--- src/rtl/seg_scan_ctrl.sv ---
// Multiplexed common-anode seven-segment scan controller with frame-aligned word commit.
// Optional build macro SEG_SCAN_LZB_EN adds leading-zero blanking of committed words.

module seg_seven_logic (
  input  logic [3:0] hex,
  output logic [6:0] seg
);

  always_comb begin
    case (hex)
      4'h0:    seg = 7'h40;
      4'h1:    seg = 7'h79;
      4'h2:    seg = 7'h24;
      4'h3:    seg = 7'h30;
      4'h4:    seg = 7'h19;
      4'h5:    seg = 7'h12;
      4'h6:    seg = 7'h02;
      4'h7:    seg = 7'h78;
      4'h8:    seg = 7'h00;
      4'h9:    seg = 7'h10;
      4'hA:    seg = 7'h08;
      4'hB:    seg = 7'h03;
      4'hC:    seg = 7'h46;
      4'hD:    seg = 7'h21;
      4'hE:    seg = 7'h06;
      default: seg = 7'h0E;
    endcase
  end

endmodule

module seg_scan_ctrl #(
  parameter int NUM_DIGITS     = 4,
  parameter int REFRESH_CYCLES = 100000,
  parameter int GUARD_CYCLES   = 2
) (
  input  logic                    clk,
  input  logic                    reset,
  input  logic                    enable,
  input  logic                    din_valid,
  output logic                    din_ready,
  input  logic [4*NUM_DIGITS-1:0] din_data,
  input  logic [NUM_DIGITS-1:0]   din_blank,
  input  logic [NUM_DIGITS-1:0]   din_dp,
  output logic [NUM_DIGITS-1:0]   anode,
  output logic [6:0]              segment,
  output logic                    dp,
  output logic                    frame_done
);

  localparam int IW = $clog2(NUM_DIGITS);
  localparam int CW = $clog2(REFRESH_CYCLES);
  localparam logic [IW-1:0] LAST_IDX  = IW'(NUM_DIGITS - 1);
  localparam logic [CW-1:0] LAST_CNT  = CW'(REFRESH_CYCLES - 1);
  localparam logic [CW-1:0] GUARD_END = CW'((GUARD_CYCLES > 0) ? GUARD_CYCLES - 1 : 0);

  typedef enum logic [1:0] {
    S_OFF,
    S_GUARD,
    S_DRIVE
  } state_t;

  localparam state_t SLOT_START = (GUARD_CYCLES == 0) ? S_DRIVE : S_GUARD;

  state_t        state, state_nxt;
  logic [IW-1:0] idx, idx_nxt;
  logic [CW-1:0] cnt, cnt_nxt;
  logic          frame_last;
  logic          frame_last_nxt;

  logic                    pend_full;
  logic [4*NUM_DIGITS-1:0] pend_data;
  logic [NUM_DIGITS-1:0]   pend_blank;
  logic [NUM_DIGITS-1:0]   pend_dp;
  logic                    commit;
  logic                    accept;

  logic [4*NUM_DIGITS-1:0] act_data, act_data_nxt;
  logic [NUM_DIGITS-1:0]   act_blank, act_blank_nxt;
  logic [NUM_DIGITS-1:0]   act_dp, act_dp_nxt;
  logic [NUM_DIGITS-1:0]   act_lzb, act_lzb_nxt;
  logic [NUM_DIGITS-1:0]   lzb_new;

  logic [3:0]            sel_nib;
  logic                  sel_blank;
  logic                  sel_dp;
  logic                  sel_lzb;
  logic [6:0]            dec_seg;
  logic [NUM_DIGITS-1:0] anode_nxt;
  logic [6:0]            segment_nxt;
  logic                  dp_nxt;

  assign frame_last = (state == S_DRIVE) && (idx == LAST_IDX) && (cnt == LAST_CNT);
  assign commit     = pend_full && ((state == S_OFF) || frame_last);
  assign accept     = din_valid && !pend_full;
  assign din_ready  = !pend_full;

  always_ff @(posedge clk or posedge reset) begin
    if (reset) begin
      state <= S_OFF;
      idx   <= '0;
      cnt   <= '0;
    end else begin
      state <= state_nxt;
      idx   <= idx_nxt;
      cnt   <= cnt_nxt;
    end
  end

  // One counter spans the whole slot; guard and drive are ranges of it.
  always_comb begin
    state_nxt = state;
    idx_nxt   = idx;
    cnt_nxt   = cnt;
    if (!enable) begin
      state_nxt = S_OFF;
      idx_nxt   = '0;
      cnt_nxt   = '0;
    end else begin
      case (state)
        S_OFF: begin
          state_nxt = SLOT_START;
          idx_nxt   = '0;
          cnt_nxt   = '0;
        end
        S_GUARD: begin
          cnt_nxt = cnt + 1'b1;
          if (cnt == GUARD_END) state_nxt = S_DRIVE;
        end
        S_DRIVE: begin
          if (cnt == LAST_CNT) begin
            cnt_nxt   = '0;
            idx_nxt   = (idx == LAST_IDX) ? '0 : idx + 1'b1;
            state_nxt = SLOT_START;
          end else begin
            cnt_nxt = cnt + 1'b1;
          end
        end
        default: begin
          state_nxt = S_OFF;
          idx_nxt   = '0;
          cnt_nxt   = '0;
        end
      endcase
    end
  end

  assign frame_last_nxt = (state_nxt == S_DRIVE) && (idx_nxt == LAST_IDX) &&
                          (cnt_nxt == LAST_CNT);

  always_ff @(posedge clk or posedge reset) begin
    if (reset) begin
      pend_full  <= 1'b0;
      pend_data  <= '0;
      pend_blank <= '0;
      pend_dp    <= '0;
    end else if (commit) begin
      pend_full <= 1'b0;
    end else if (accept) begin
      pend_full  <= 1'b1;
      pend_data  <= din_data;
      pend_blank <= din_blank;
      pend_dp    <= din_dp;
    end
  end

`ifdef SEG_SCAN_LZB_EN
  logic lz_run;

  // Zero nibbles above the most significant nonzero digit go dark; digit 0 always shows.
  always_comb begin
    lzb_new = '0;
    lz_run  = 1'b1;
    for (int k = NUM_DIGITS - 1; k >= 1; k--) begin
      if (pend_data[4*k +: 4] != 4'h0) lz_run = 1'b0;
      lzb_new[k] = lz_run;
    end
  end
`else
  assign lzb_new = '0;
`endif

  always_comb begin
    act_data_nxt  = act_data;
    act_blank_nxt = act_blank;
    act_dp_nxt    = act_dp;
    act_lzb_nxt   = act_lzb;
    if (commit) begin
      act_data_nxt  = pend_data;
      act_blank_nxt = pend_blank;
      act_dp_nxt    = pend_dp;
      act_lzb_nxt   = lzb_new;
    end
  end

  always_ff @(posedge clk or posedge reset) begin
    if (reset) begin
      act_data  <= '0;
      act_blank <= '1;
      act_dp    <= '0;
      act_lzb   <= '0;
    end else begin
      act_data  <= act_data_nxt;
      act_blank <= act_blank_nxt;
      act_dp    <= act_dp_nxt;
      act_lzb   <= act_lzb_nxt;
    end
  end

  // Pins are driven from the upcoming state so each register matches the cycle it shows.
  assign sel_nib   = act_data_nxt[{idx_nxt, 2'b00} +: 4];
  assign sel_blank = act_blank_nxt[idx_nxt];
  assign sel_dp    = act_dp_nxt[idx_nxt];
  assign sel_lzb   = act_lzb_nxt[idx_nxt];

  seg_seven_logic u_dec (
    .hex (sel_nib),
    .seg (dec_seg)
  );

  always_comb begin
    anode_nxt   = '1;
    segment_nxt = 7'h7F;
    dp_nxt      = 1'b1;
    if ((state_nxt == S_DRIVE) && !sel_blank) begin
      if (!sel_lzb) begin
        anode_nxt[idx_nxt] = 1'b0;
        segment_nxt        = dec_seg;
        dp_nxt             = ~sel_dp;
      end else if (sel_dp) begin
        anode_nxt[idx_nxt] = 1'b0;
        dp_nxt             = 1'b0;
      end
    end
  end

  always_ff @(posedge clk or posedge reset) begin
    if (reset) begin
      anode      <= '1;
      segment    <= 7'h7F;
      dp         <= 1'b1;
      frame_done <= 1'b0;
    end else begin
      anode      <= anode_nxt;
      segment    <= segment_nxt;
      dp         <= dp_nxt;
      frame_done <= frame_last_nxt;
    end
  end

endmodule

--- config.mk ---
export PLATFORM = sky130hd
export DESIGN_NAME = seg_scan_ctrl
export DESIGN_NICKNAME = d
export VERILOG_FILES = /design/src/rtl/seg_scan_ctrl.sv
export SDC_FILE = /design/constraint.sdc
export NUM_CORES = 1
export LEC_CHECK = 0
export CORE_ASPECT_RATIO = 1.75
export CORE_MARGIN = 4
export CORE_UTILIZATION = 40
export CTS_BUF_LIST = sky130_fd_sc_hd__clkbuf_16
export DETAILED_ROUTE_END_ITERATION = 8
export PLACE_DENSITY_LB_ADDON = 0.08
export SYNTH_ARGS = -nofsm -noshare
export SYNTH_HDL_FRONTEND = slang
export SYNTH_SLANG_ARGS = --single-unit
export TNS_END_PERCENT = 50
--- constraint.sdc ---
create_clock -name clk -period 3.9 [get_ports clk]
set_input_delay 0.78 -clock clk [delete_from_list [all_inputs] [get_ports clk]]
set_output_delay 0.78 -clock clk [all_outputs]
set_load 0.1 [all_outputs]
# Word-level counts from Yosys, hierarchy flattened
# Memory sizes are Yosys's and may differ from the RTL's.
# Cells that the tools add are included.
[totals] output_inout_bits=14 rom_bits=112 reg_bits=87 mem_count=1 input_bits=28 word_cells=79
[op_classes] magnitude_cmp=2 n_bitwise=3 n_reduce_logical=14 n_mux=33 n_shift=1 eq_ne=8 addsub=2
[mem_list] name="(name not given)" depth=16 word_bits=7 read_ports=1 rd_ports_with_merged_regs=0 write_ports=0 line_no="10" rtl="case (hex)"
[op_table] op="17-bit == test, second input constant" n=2
[op_table] op="17-bit two-way mux" n=2
[op_table] op="17-bit one-hot mux with 2 select lines" n=1
[op_table] op="4-bit two-way mux" n=6
[op_table] op="17-bit by 1-bit adder with 17-bit output, second input constant" n=1
[op_table] op="17-bit by 1-bit == test with 1-bit output, second input constant" n=1
[op_table] op="16-bit two-way mux" n=1
[op_table] op="16-bit by 5-bit variable part select with 4-bit output" n=1
[op_table] op="7-bit two-way mux" n=2
[op_table] op="2-bit two-way mux" n=6
[op_table] op="1-bit two-way mux" n=9
[op_table] op="2-bit == test, second input constant" n=4
[op_table] op="1-bit logical AND" n=8
[op_table] op="1-bit binary-select mux with 2-bit select" n=3
[op_table] op="2-bit one-hot mux with 3 select lines" n=1
[op_table] op="4-bit inverter" n=1
[op_table] op="2-bit one-hot mux with 2 select lines" n=1
[op_table] op="2-bit by 3-bit less-than comparator with 1-bit output, second input constant" n=1
[op_table] op="2-bit by 1-bit adder with 2-bit output, second input constant" n=1
[op_table] op="1-bit demux with 2-bit select" n=1
[op_table] op="2-bit by 1-bit == test with 1-bit output, second input constant" n=1
[op_table] op="2-bit by 1-bit >= comparator with 1-bit output, second input constant" n=1
[op_table] op="1-bit logical NOT" n=2
[op_table] op="2-bit logical NOT" n=1
[op_table] op="4 further kinds" n=5

# Logic depth before layout (Yosys ltp)
[depth] depth_word=13 mapped_depth=15 depth_no_buf=13

# Cells and area by module
# A second synthesis with hierarchy kept.
[hier_totals] cells_unflattened=397 area_unflattened_um2=4516.8
[by_module_without_submodules] module="seg_scan_ctrl" seq_area_each_um2=2197.1 cells_each=365 area_per_inst_um2=4241.6 instances=1
[by_module_without_submodules] module="seg_seven_logic" seq_area_each_um2=0.0 cells_each=32 area_per_inst_um2=275.3 instances=1

# Worst setup path before layout
# OpenSTA, ideal clock, no wires.
[synth_path] kind="register to register" start="reg cnt[0]" end="reg segment[3]" arrival_time_ps=3203 setup_time_ps=77 t_required_ps=3823 period_less_slack_ps=3281 stages_incl_launch_ff=15 n_path_buf=2 path_slack_ps=619 cell_sequence="dfrtp_1 > ha_1 > and4_1 > nand4_1 > o31a_1 > buf_6 > buf_6 > mux2_2 > a32o_1 > nor3_2 > inv_1 > ha_1 > nand3_1 > o211ai_1 > a21bo_1"
[synth_between] word_cells_on_any_way=26 cone_classes="eq/ne: 3; shift: 1; mux: 16; reduce/logical: 5; memory: 1"
[synth_rtl] item="from (decl)" line_no="67" rtl="logic [CW-1:0] cnt, cnt_nxt;"
[synth_rtl] item="from (signal assigned)" line_no="106" rtl="cnt <= cnt_nxt;"
[synth_rtl] item="17-bit == test" line_no="93" rtl="assign frame_last = (state == S_DRIVE) && (idx == LAST_IDX) && (cnt == LAST_CNT);"
[synth_rtl] item="1-bit logical AND" line_no="93"
[synth_rtl] item="1-bit logical OR" line_no="94" rtl="assign commit = pend_full && ((state == S_OFF) || frame_last);"
[synth_rtl] item="1-bit logical AND" line_no="94"
[synth_rtl] item="16-bit two-way mux" line_no="188" rtl="if (commit) begin"
[synth_rtl] item="via act_data_nxt[12]" line_no="78" rtl="logic [4*NUM_DIGITS-1:0] act_data, act_data_nxt;"
[synth_rtl] item="16-bit by 5-bit variable part select with 4-bit output" line_no="211" rtl="assign sel_nib = act_data_nxt[{idx_nxt, 2'b00} +: 4];"
[synth_rtl] item="memory read 16 x 7 bit"
[synth_rtl] item="7-bit two-way mux" line_no="226" rtl="if (!sel_lzb) begin"
[synth_rtl] item="7-bit two-way mux" line_no="225" rtl="if ((state_nxt == S_DRIVE) && !sel_blank) begin"
[synth_rtl] item="via segment_nxt[3]" line_no="90" rtl="logic [6:0] segment_nxt;"
[synth_rtl] item="to (signal assigned)" line_no="245" rtl="segment <= segment_nxt;"
[synth_rtl] item="to (decl)" line_no="46" rtl="output logic [6:0] segment,"
# The timed path passes the listed nets, and every way through them passes these cells. The select of a mux whose other input is x is not followed.
# A chain may end at the register's enable or synchronous reset.

# Worst setup path after layout
[layout_path] start="reg cnt[5]" end="reg segment[3]"
[layout_between] elab_chain_cells=10 word_cells_on_any_way=26 cone_classes="eq/ne: 3; shift: 1; mux: 16; reduce/logical: 5; memory: 1"
[layout_rtl] item="branches (longest 9 deep; another with memory read 16 x 7 bit)"
[layout_rtl] item="7-bit two-way mux (*)" line_no="225"
[layout_rtl] item="via segment_nxt[3]" line_no="90"
# Mark *: on every way through the listed nets, which the timed path passes. The select of a mux whose other input is x is not followed.

==> key figures <==
Outcome
  • Status: finished, final reports clean

GRT
  • Largest net degree at the start of global routing: a little over 50
  • Antenna violations before repair: 0
  • First-pass GRT wire length: between 15000 and 20000 microns
  • Vias in the first global route: 3403
  • Total gr overflow: 0
  • Overall Global Routing Usage: 19.16%

Min path
  • Hold Crit Endpoint: act_lzb[2]
  • Worst Hold Depth: 1
  • Hold Startpoint: act_lzb[2]
  • Hold/Removal Path Class: reg -> reg

Power and ir drop
  • Pint: roughly 2000 uW
  • Power density cells: 547.3 nW/um^2
  • Logic pwr share: around 29%
  • P_sw: between 800 and 900 uW
  • Sw Share: a little under a third
  • Reg power frac: 43.9%
  • Pleak: 0.002151 uW
  • VDD IR max: 0.0003213 V
  • Clock power frac: 27.5%

Flow run
  • Max cap viols: 0

Floorplanning
  • Initial Utilization: 41.19%
  • # rows: 49
  • Die width: 86.08 microns
  • Core Area: about 10000 sq um
  • Io pins: 42
  • Die area: 12450 sq um
  • Die Y: 144.6 microns

Cells and area
  • Design area: 5182 sq um
  • Nets@finish: between 400 and 500
  • Post-layout util: 50.02%
  • Ratio of cells with drive above 1 in the final layout: 24.08%
  • N_diodes: 0
  • Synth-to-layout area growth: 21.43%

Logic synthesis
  • Post-synthesis sequential area ratio: 51.48%
  • Post-synth ARST share: 100.0%
  • Synth warn: 0
  • Gate count of the mapped netlist: about 380
  • EDFF count, synth: 0
  • Post-synth top flop: dfrtp_1
  • Cell taking the most area after synthesis: dfrtp_1
  • Share of Yosys cell area claimed by the top area cell type: between 40% and 50%
  • Syn Nets: ~420
  • Post-synth top cells: 71 x dfrtp_1, 45 x mux2_2, 33 x nor2_1
  • Dominant cells by area after synthesis: dfrtp_1 42%, mux2_2 12%, dfstp_2 9.9%, ha_1 3.8%, nor2_1 2.9%
  • Syn Area/Cell: 11.38 sq um
  • Area of the mapped netlist: about 4300 sq um
  • Register bit total from synthesis: 87
  • Yosys cell types: 57
  • Most frequent cell after synthesis: dfrtp_1

Worst setup path
  • CP startpoint kind: flop
  • Worst R2R Setup Slack: 310 ps
  • Req. time, crit path: 4170 ps
  • Worst Setup End Kind: flop
  • Arrival @ worst endpoint: 3850 ps
  • Critical path class: reg -> reg
  • R2R Path Start: cnt[5]
  • Reg2reg path depth: 13
  • Worst Path Max Fanout: 7
  • R2R Path End: segment[3]
  • Setup crit start: cnt[5]

Clock network
  • Resize count post-CTS: 0
  • Skew-Pair Late Insertion Delay: 330 ps
  • H-tree levels: 3
  • CTS tree: built
  • Setup Fix Bufs, Post-CTS: 0
  • Num CTS Buffers: 9
  • Max clock buf depth: 2
  • Number of buffers inserted by hold repair at cts: 0
  • CTS Root Cell: clkbuf_16
  • Reg clk slew, reported paths: 60 ps
  • Number of clock sinks: 87

Detailed routing
  • Routed WL per cell: 19.50 microns
  • Detailed Route WL: 10980 microns
  • DRC: 0
  • Drt first-iter violations: 161
  • TritonRoute pass-1 iters: 4
  • Post-route antenna net violation count: 0
  • Vias per cell: around 5.5
  • Detailed-route via count: roughly 3.1k

Placed design
  • Hpwl dp: 8494 microns
  • Global placement routability congestion: 0.8640
  • Buffers on Ports: 41
  • Area after DPL: 4916 sq um

Timing
  • Max_slew headroom: between 30% and 40%
  • Setup TNS: 0 ps
  • Final setup viols: 0
  • Period utilisation layout: 92.00%
  • Tmin final: 3588 ps
  • Final Hold Fails: 0
  • Max-slew violations: 0
  • Fmax: 278.7 MHz
  • RSZ-0062 raised after global routing: no
  • Worst Tran Pin Value: 1010 ps
  • Setup Skew: 6.321 ps
-- how the worst max path moves through the flow --
stage,to
4_1_cts,segment[3]
2_1_floorplan,segment[3]
3_3_place_gp,segment[3]
3_5_place_dp,segment[3]
5_1_grt,segment[5]
6_report,segment[3]
-- logic make-up after synthesis --
kind of cell / Yosys count / share of synthesized area (%)
AOI/OAI and AO/OA: 52 / 9.763
adders and majority gates: 13 / 3.811
muxes: 54 / 13.98
and+or+nand+nor: 123 / 14.78
xor gates and xnor gates: 15 / 3.078
DFF: 87 / 51.48
buffers and inverters: 31 / 3.107
-- stage by stage --
stage	hold slack [ps]	cells	total power, uW	setup WS, ps
floorplan	452.8	375	1847	619.5
global placement	469.9	547	2075	138.4
detailed placement	470.8	547	2087	133.6
CTS	490.6	563	2891	203.3
global route	514.5	563	3017	29.42
finish	487.2	563	2836	312.1
-- layout make-up --
type | instances | area (sq um)
fill | 987 | 5179
sequential | 87 | 2197
multi-input combinational | 257 | 1942
timing repair buffer | 58 | 550.5
clock buffer | 9 | 225.2
tap | 127 | 158.9
inverter | 18 | 68.82
clock inverter | 7 | 40.04
-- worst max-delay path: stages (launching register included) --
cell and delay (ps):
dfrtp_1 460, nor4_2 460, nand4_1 190, buf_4 200, o311ai_0 430, a211oi_1 110, buf_4 200, a32o_1 220
nor3_2 390, inv_1 150, ha_1 290, nand3_1 100, o211ai_1 90, a21bo_1 220
-- power groups by stage --
stage	sequential, uW	combinational (uW)	clock [uW]
6_report	1240	813	779
5_1_grt	1270	900	844
4_1_cts	1250	827	811
3_5_place_dp	1270	817	0
3_3_place_gp	1260	815	0
2_1_floorplan	1220	628	0
-- sequential cells by signal (all words and copies together), names as in the netlist --
| signal | cells |
|---|---|
| act_blank | 4 |
| act_data | 16 |
| act_dp | 4 |
| act_lzb | 4 |
| anode | 4 |
| cnt | 17 |
| dp | 1 |
| frame_done | 1 |
| idx | 2 |
| pend_blank | 4 |
| pend_data | 16 |
| pend_dp | 4 |
| pend_full | 1 |
| segment | 7 |
| state | 2 |
-- routing by layer --
metal | vias to the layer above | routed length (microns) | global-route usage (%)
met5 | - | 0 | 0
met4 | 0 | 166 | 7.006
met3 | 11 | 254 | 3.364
met2 | 39 | 6674 | 38.27
met1 | 1583 | 3881 | 19.13
li1 | 1461 | - | -
-- cells in the final DEF, fill, tap and decap left out, drive strengths merged, types with 2 or more instances in the layout --
| cell | n |
|---|---|
| dfrtp | 71 |
| mux2 | 45 |
| clkdlybuf4s50 | 41 |
| nor2 | 33 |
| nand2 | 24 |
| inv | 19 |
| buf | 17 |
| dfstp | 16 |
| nand3 | 15 |
| ha | 13 |
| and2 | 11 |
| nand4 | 10 |
| xor2 | 9 |
| mux2i | 9 |
| clkbuf | 9 |
| nor3 | 9 |
| o21ai | 7 |
| o221ai | 7 |
| xnor2 | 6 |
| and3 | 5 |
| a21oi | 5 |
| or2 | 5 |
| nor4 | 4 |
| clkinv | 4 |
| a32o | 3 |
| o22ai | 3 |
| a22o | 3 |
| and4 | 2 |
| a2111oi | 2 |
| o21a | 2 |
| a211o | 2 |
| o211ai | 2 |
| clkinvlp | 2 |
| o31a | 2 |
| a31oi | 2 |
Power figures use the tool's default switching activity.
